## src/rtl/seletor_entrada_onehot.sv

```systemverilog
// seletor_entrada_onehot
// Push-button front end for the 7-line one-hot encoder: synchronises seven
// active-low buttons, debounces press and release, rejects multi-button
// presses and holds the accepted choice as a registered one-hot word on A..G.
// Optional feature macro: SELETOR_TOGGLE_EN (re-pressing the held button
// clears the selection instead of reloading it).
module seletor_entrada_onehot #(
    parameter int unsigned DEB_CYCLES = 16
) (
    input  logic       clk,
    input  logic       rst_n,
    input  logic [6:0] btn_n,
    input  logic       clear,
    output logic       A,
    output logic       B,
    output logic       C,
    output logic       D,
    output logic       E,
    output logic       F,
    output logic       G,
    output logic       valid,
    output logic       new_sel,
    output logic       error
);

    localparam int unsigned CW = $clog2(DEB_CYCLES);
    localparam logic [CW-1:0] CNT_LAST = CW'(DEB_CYCLES - 1);

    typedef enum logic [1:0] {
        IDLE,
        DEBOUNCE,
        WAIT_RELEASE
    } state_t;

    state_t        state;
    state_t        state_next;
    logic [6:0]    sync1;
    logic [6:0]    sync2;
    logic [6:0]    s;
    logic [CW-1:0] cnt;
    logic [CW-1:0] cnt_next;
    logic [6:0]    cand;
    logic [6:0]    cand_next;
    logic [6:0]    sel;
    logic [6:0]    sel_next;
    logic          accept;
    logic          cand_single;
    logic          new_sel_next;
    logic          error_next;

    // Two-flop synchroniser; reset value is "all buttons released".
    always_ff @(posedge clk or negedge rst_n) begin
        if (!rst_n) begin
            sync1 <= '1;
            sync2 <= '1;
        end else begin
            sync1 <= btn_n;
            sync2 <= sync1;
        end
    end

    assign s = ~sync2;

    // Exactly one bit set in the candidate pattern.
    assign cand_single = (cand != '0) && ((cand & (cand - 7'd1)) == '0);

    // State register.
    always_ff @(posedge clk or negedge rst_n) begin
        if (!rst_n) begin
            state <= IDLE;
        end else begin
            state <= state_next;
        end
    end

    // Next-state logic, debounce counter and candidate capture.
    always_comb begin
        state_next = state;
        cnt_next   = cnt;
        cand_next  = cand;
        accept     = 1'b0;
        case (state)
            IDLE: begin
                if (s != '0) begin
                    cand_next  = s;
                    cnt_next   = '0;
                    state_next = DEBOUNCE;
                end
            end
            DEBOUNCE: begin
                if (s != cand) begin
                    state_next = IDLE;
                end else if (cnt == CNT_LAST) begin
                    accept     = 1'b1;
                    cnt_next   = '0;
                    state_next = WAIT_RELEASE;
                end else begin
                    cnt_next = cnt + CW'(1);
                end
            end
            WAIT_RELEASE: begin
                if (s != '0) begin
                    cnt_next = '0;
                end else if (cnt == CNT_LAST) begin
                    cnt_next   = '0;
                    state_next = IDLE;
                end else begin
                    cnt_next = cnt + CW'(1);
                end
            end
            default: begin
                state_next = IDLE;
                cnt_next   = '0;
            end
        endcase
    end

    // Output logic: selection update, new_sel and error pulses.
    // An accepted single press takes priority over a coincident clear.
    always_comb begin
        sel_next     = sel;
        new_sel_next = 1'b0;
        error_next   = 1'b0;
        if (clear) begin
            sel_next = '0;
        end
        if (accept) begin
            if (cand_single) begin
`ifdef SELETOR_TOGGLE_EN
                if (cand == sel) begin
                    sel_next = '0;
                end else begin
                    sel_next     = cand;
                    new_sel_next = 1'b1;
                end
`else
                sel_next     = cand;
                new_sel_next = 1'b1;
`endif
            end else begin
                error_next = 1'b1;
            end
        end
    end

    // Datapath registers.
    always_ff @(posedge clk or negedge rst_n) begin
        if (!rst_n) begin
            cnt     <= '0;
            cand    <= '0;
            sel     <= '0;
            new_sel <= 1'b0;
            error   <= 1'b0;
        end else begin
            cnt     <= cnt_next;
            cand    <= cand_next;
            sel     <= sel_next;
            new_sel <= new_sel_next;
            error   <= error_next;
        end
    end

    assign {G, F, E, D, C, B, A} = sel;
    assign valid = |sel;

endmodule

```

## config.mk

```make
export PLATFORM = sky130hd
export DESIGN_NAME = seletor_entrada_onehot
export DESIGN_NICKNAME = d
export VERILOG_FILES = /design/src/rtl/seletor_entrada_onehot.sv
export SDC_FILE = /design/constraint.sdc
export NUM_CORES = 1
export LEC_CHECK = 0
export BUFFER_PORTS_ARGS = -buffer_cell sky130_fd_sc_hd__buf_2
export CORE_MARGIN = 1.5
export CORE_UTILIZATION = 40
export CTS_BUF_LIST = sky130_fd_sc_hd__clkbuf_16
export DETAILED_ROUTE_END_ITERATION = 8
export PLACE_DENSITY = 0.61
export SYNTH_ARGS = -nofsm -noshare
export SYNTH_HDL_FRONTEND = slang
export SYNTH_SLANG_ARGS = --single-unit
```

## constraint.sdc

```tcl
create_clock -name clk -period 3.85 [get_ports clk]
set_input_delay 0.385 -clock clk [delete_from_list [all_inputs] [get_ports clk]]
set_output_delay 0.385 -clock clk [all_outputs]
set_load 0.01 [all_outputs]
```

==> impl_metrics.prom <==
# TYPE chip_impl_metric gauge
chip_impl_info{name="clock_tree_from_tritoncts",value="built"} 1
chip_impl_metric{name="post-cts-setup-buffer-count",unit=""} 0
chip_impl_metric{name="final_net_count",unit=""} 175
chip_impl_metric{name="p_leak",unit="nW"} 0.967
chip_impl_metric{name="worst-endpoint-arrival",unit="ns"} 2.16
chip_impl_info{name="status",value="completed"} 1
chip_impl_info{name="flip_flop_cell_with_the_highest_count_after_synthesis",value="dfrtp_1"} 1
chip_impl_metric{name="synthesis.instances",unit=""} 137
chip_impl_metric{name="relSlewSlack",unit="%"} 50.1
chip_impl_metric{name="achievable_clock_frequency",unit="GHz"} 0.501
chip_impl_metric{name="ys_types",unit=""} 39
chip_impl_metric{name="vias",unit=""} 1085
chip_impl_info{name="clk_root_buffer_cell",value="clkbuf_16"} 1
chip_impl_metric{name="portBuffers",unit=""} 19
chip_impl_metric{name="drcViolationCount",unit=""} 0
chip_impl_metric{name="gr-total-overflow",unit=""} 0
chip_impl_metric{name="placeableCoreArea",unit="um^2"} 3970
chip_impl_metric{name="gpl.final_weighted_congestion",unit=""} 0.796
chip_impl_metric{name="power_density",unit="nW/um^2"} 583
chip_impl_info{name="worstSetupPathType",value="reg2reg"} 1
chip_impl_metric{name="slew_violations",unit=""} 0
chip_impl_metric{name="postSynthNetCount",unit=""} 151
chip_impl_metric{name="ctsResizeCount",unit=""} 0
chip_impl_metric{name="fin_crit",unit="ns"} 2.00
chip_impl_metric{name="die_y",unit="um"} 67.1
chip_impl_metric{name="number_of_antenna_violations_at_the_first_check_in_global_routing",unit=""} 0
chip_impl_metric{name="setup_viol",unit=""} 0
chip_impl_metric{name="drtIter0Drc",unit=""} 45
chip_impl_info{name="grt_setup_unrepaired",value="no"} 1
chip_impl_metric{name="numCtsBuffers",unit=""} 5
chip_impl_metric{name="antenna_left",unit=""} 0
chip_impl_metric{name="dieArea",unit="um^2"} 4500
chip_impl_metric{name="initial_core_util",unit="%"} 41.4
chip_impl_metric{name="cp.required",unit="ns"} 4.01
chip_impl_metric{name="crit_path_max_fanout",unit=""} 8
chip_impl_metric{name="fin_worst_skew",unit="ns"} 0.00276
chip_impl_metric{name="clk_transition_reported_paths",unit="ns"} 0.06
chip_impl_metric{name="synth-async-reset-ratio",unit="%"} 100
chip_impl_metric{name="cts_htree_levels",unit=""} 2
chip_impl_metric{name="final.setup.tns",unit="ns"} 0
chip_impl_metric{name="ctsLongestPathBuffers",unit=""} 2
chip_impl_metric{name="route.final.wire_length",unit="um"} 2760
chip_impl_metric{name="min_period_over_period",unit="%"} 51.9
chip_impl_metric{name="first_global_vias",unit=""} 1057
chip_impl_metric{name="peak_ir_drop_on_the_vdd_network",unit="mV"} 0.389
chip_impl_metric{name="synth_edf_count",unit=""} 0
chip_impl_metric{name="netlist_area",unit="um^2"} 1640
chip_impl_metric{name="syn_avg_cell_area",unit="um^2"} 12.0
chip_impl_metric{name="grt_max_degree",unit=""} 37
chip_impl_metric{name="route.detailed.wl_per_inst",unit="um"} 13.0
chip_impl_metric{name="synth_warnings",unit=""} 0
chip_impl_metric{name="grt_usage",unit="%"} 14.5
chip_impl_metric{name="post_dp_cell_area",unit="um^2"} 1790
chip_impl_metric{name="finalHoldViolCount",unit=""} 0
chip_impl_metric{name="setup_slack",unit="ns"} 1.85
chip_impl_metric{name="insertion_delay",unit="ns"} 0.28
chip_impl_metric{name="ys_ff_latch",unit=""} 36
chip_impl_metric{name="place_ws",unit="ns"} 1.84
chip_impl_metric{name="route.detailed.vias_per_inst",unit=""} 5.12
chip_impl_info{name="setup.worst_path.start_class",value="flop"} 1
chip_impl_metric{name="antenna-diode-count",unit=""} 0
chip_impl_metric{name="count_of_tritonroute_iterations_in_the_first_routing_pass",unit=""} 4
chip_impl_metric{name="post-route-cell-area",unit="um^2"} 1940
chip_impl_metric{name="io_pins",unit=""} 20
chip_impl_metric{name="die_width",unit="um"} 67.1
chip_impl_metric{name="grt_pass1_wl",unit="um"} 4600
chip_impl_info{name="worstHoldPathType",value="in2async"} 1
chip_impl_metric{name="num_rows",unit=""} 23
chip_impl_metric{name="layout-area-overhead-vs-synth",unit="%"} 18.1
chip_impl_metric{name="holdBufCountCts",unit=""} 0
chip_impl_info{name="endpoint_kind",value="flop"} 1
chip_impl_metric{name="dp_hpwl",unit="um"} 2040
chip_impl_metric{name="yosysSeqAreaShare",unit="%"} 55.9
chip_impl_metric{name="max_cap_viol_count",unit=""} 0
chip_impl_metric{name="cts_num_sinks",unit=""} 36
chip_impl_metric{name="finalPower",unit="mW"} 1.13
chip_impl_metric{name="layout-drive-gt1-share",unit="%"} 36.4
chip_impl_metric{name="max_slew.worst_pin.slew",unit="ns"} 0.748
-- layout by cell type (no fill, tap or decap), types with 4 or more instances in the layout --
master,netlist,final
o21ai_0,11,11
mux2_2,6,6
and2b_2,4,4
inv_1,7,7
nor2_1,4,4
a211oi_1,4,4
nor3_1,5,5
xor2_1,6,6
dfstp_2,14,14
clkbuf_16,0,5
buf_2,0,19
dfrtp_1,22,22
ha_1,4,4
nand2_1,14,14
-- where the power goes --
part | leakage, nW | total [mW] | switching (mW) | internal, mW
Clock | 0.0747 | 0.390 | 0.149 | 0.241
Sequential | 0.437 | 0.508 | 0.0745 | 0.433
Combinational | 0.455 | 0.232 | 0.135 | 0.0978
-- worst max-delay path, stage by stage, from the launching register on --
cell and delay, ns:
dfrtp_1 0.45, or4_1 0.59, mux2i_1 0.17, and3_4 0.22, nand3_4 0.12, mux2_4 0.33
-- path summary, 6_finish.rpt --
path	startpoint	to	slack, ns	cells after the start
worst max-delay path	cand[0]	sel[6]	1.85	5
worst min-delay path	rst_n	sel[5]	0.17	1
worst max register to register	cand[0]	sel[6]	1.85	5
worst min register to register	sync1[3]	sync2[3]	0.35	0
max in group asynchronous	rst_n	cnt[0]	3.20	1
min in group clk	btn_n[0]	sync1[0]	0.20	1
-- registers in the layout, indices dropped and copies added (netlist names) --
register	count
cand	7
cnt	4
error	1
new_sel	1
sel	7
state	2
sync1	7
sync2	7
-- logic make-up after synthesis --
logic type / after synthesis / synth area share, %
adder cells (fa/ha/maj): 4 / 3.05
buffers and inverters: 9 / 2.06
AND/OR/NAND/NOR: 46 / 17.5
AO/OA/AOI/OAI: 26 / 11.2
multiplexers: 9 / 6.55
XOR/XNOR: 7 / 3.73
flip-flops: 36 / 55.9
-- routing by layer --
metal | share of wire (%) | routed length [um] | up-vias | track usage [%]
met5 | 0 | 0 | - | 0
met4 | 2.4 | 66 | 0 | 8.67
met3 | 5.5 | 151 | 9 | 6.59
met2 | 48 | 1310 | 29 | 23.0
met1 | 45 | 1230 | 510 | 15.8
li1 | - | - | 537 | -
-- area by class of cell --
class / instances / area (um^2)
fill: 363 / 2030
clock inverter: 3 / 21.3
clock buffer: 5 / 125
sequential: 36 / 918
inverter: 7 / 26.3
multi-input combinational: 92 / 691
timing repair buffer: 19 / 95.1
tap: 50 / 62.6
-- synth_stat cells (all sizes together) (2+ instances only) --
cell type,n,share of area (%)
mux2,8,5.9
a211o,2,1.1
nor3,5,1.5
nor2b,2,0.76
xor2,6,3.2
and3,4,1.9
inv,7,1.6
and2b,5,2.6
o31ai,2,0.91
dfstp,14,22
ha,4,3.0
o21ai,11,3.4
clkbuf,2,0.46
and2,2,0.76
a211oi,4,1.8
dfrtp,22,34
nand2,14,3.2
nand3,2,1.4
nor2,4,0.91
nor4,3,2.1
o22a,2,1.1
-- metrics by stage --
step	hold slack, ns	cells	util (%)
floorplan	0.0894	137	-
global route	0.191	212	48.8
finish	0.171	212	48.8
detailed placement	0.347	204	45.1
CTS	0.196	212	48.8
global placement	0.346	204	45.1
No activity file was read; power rests on OpenSTA's default activity.
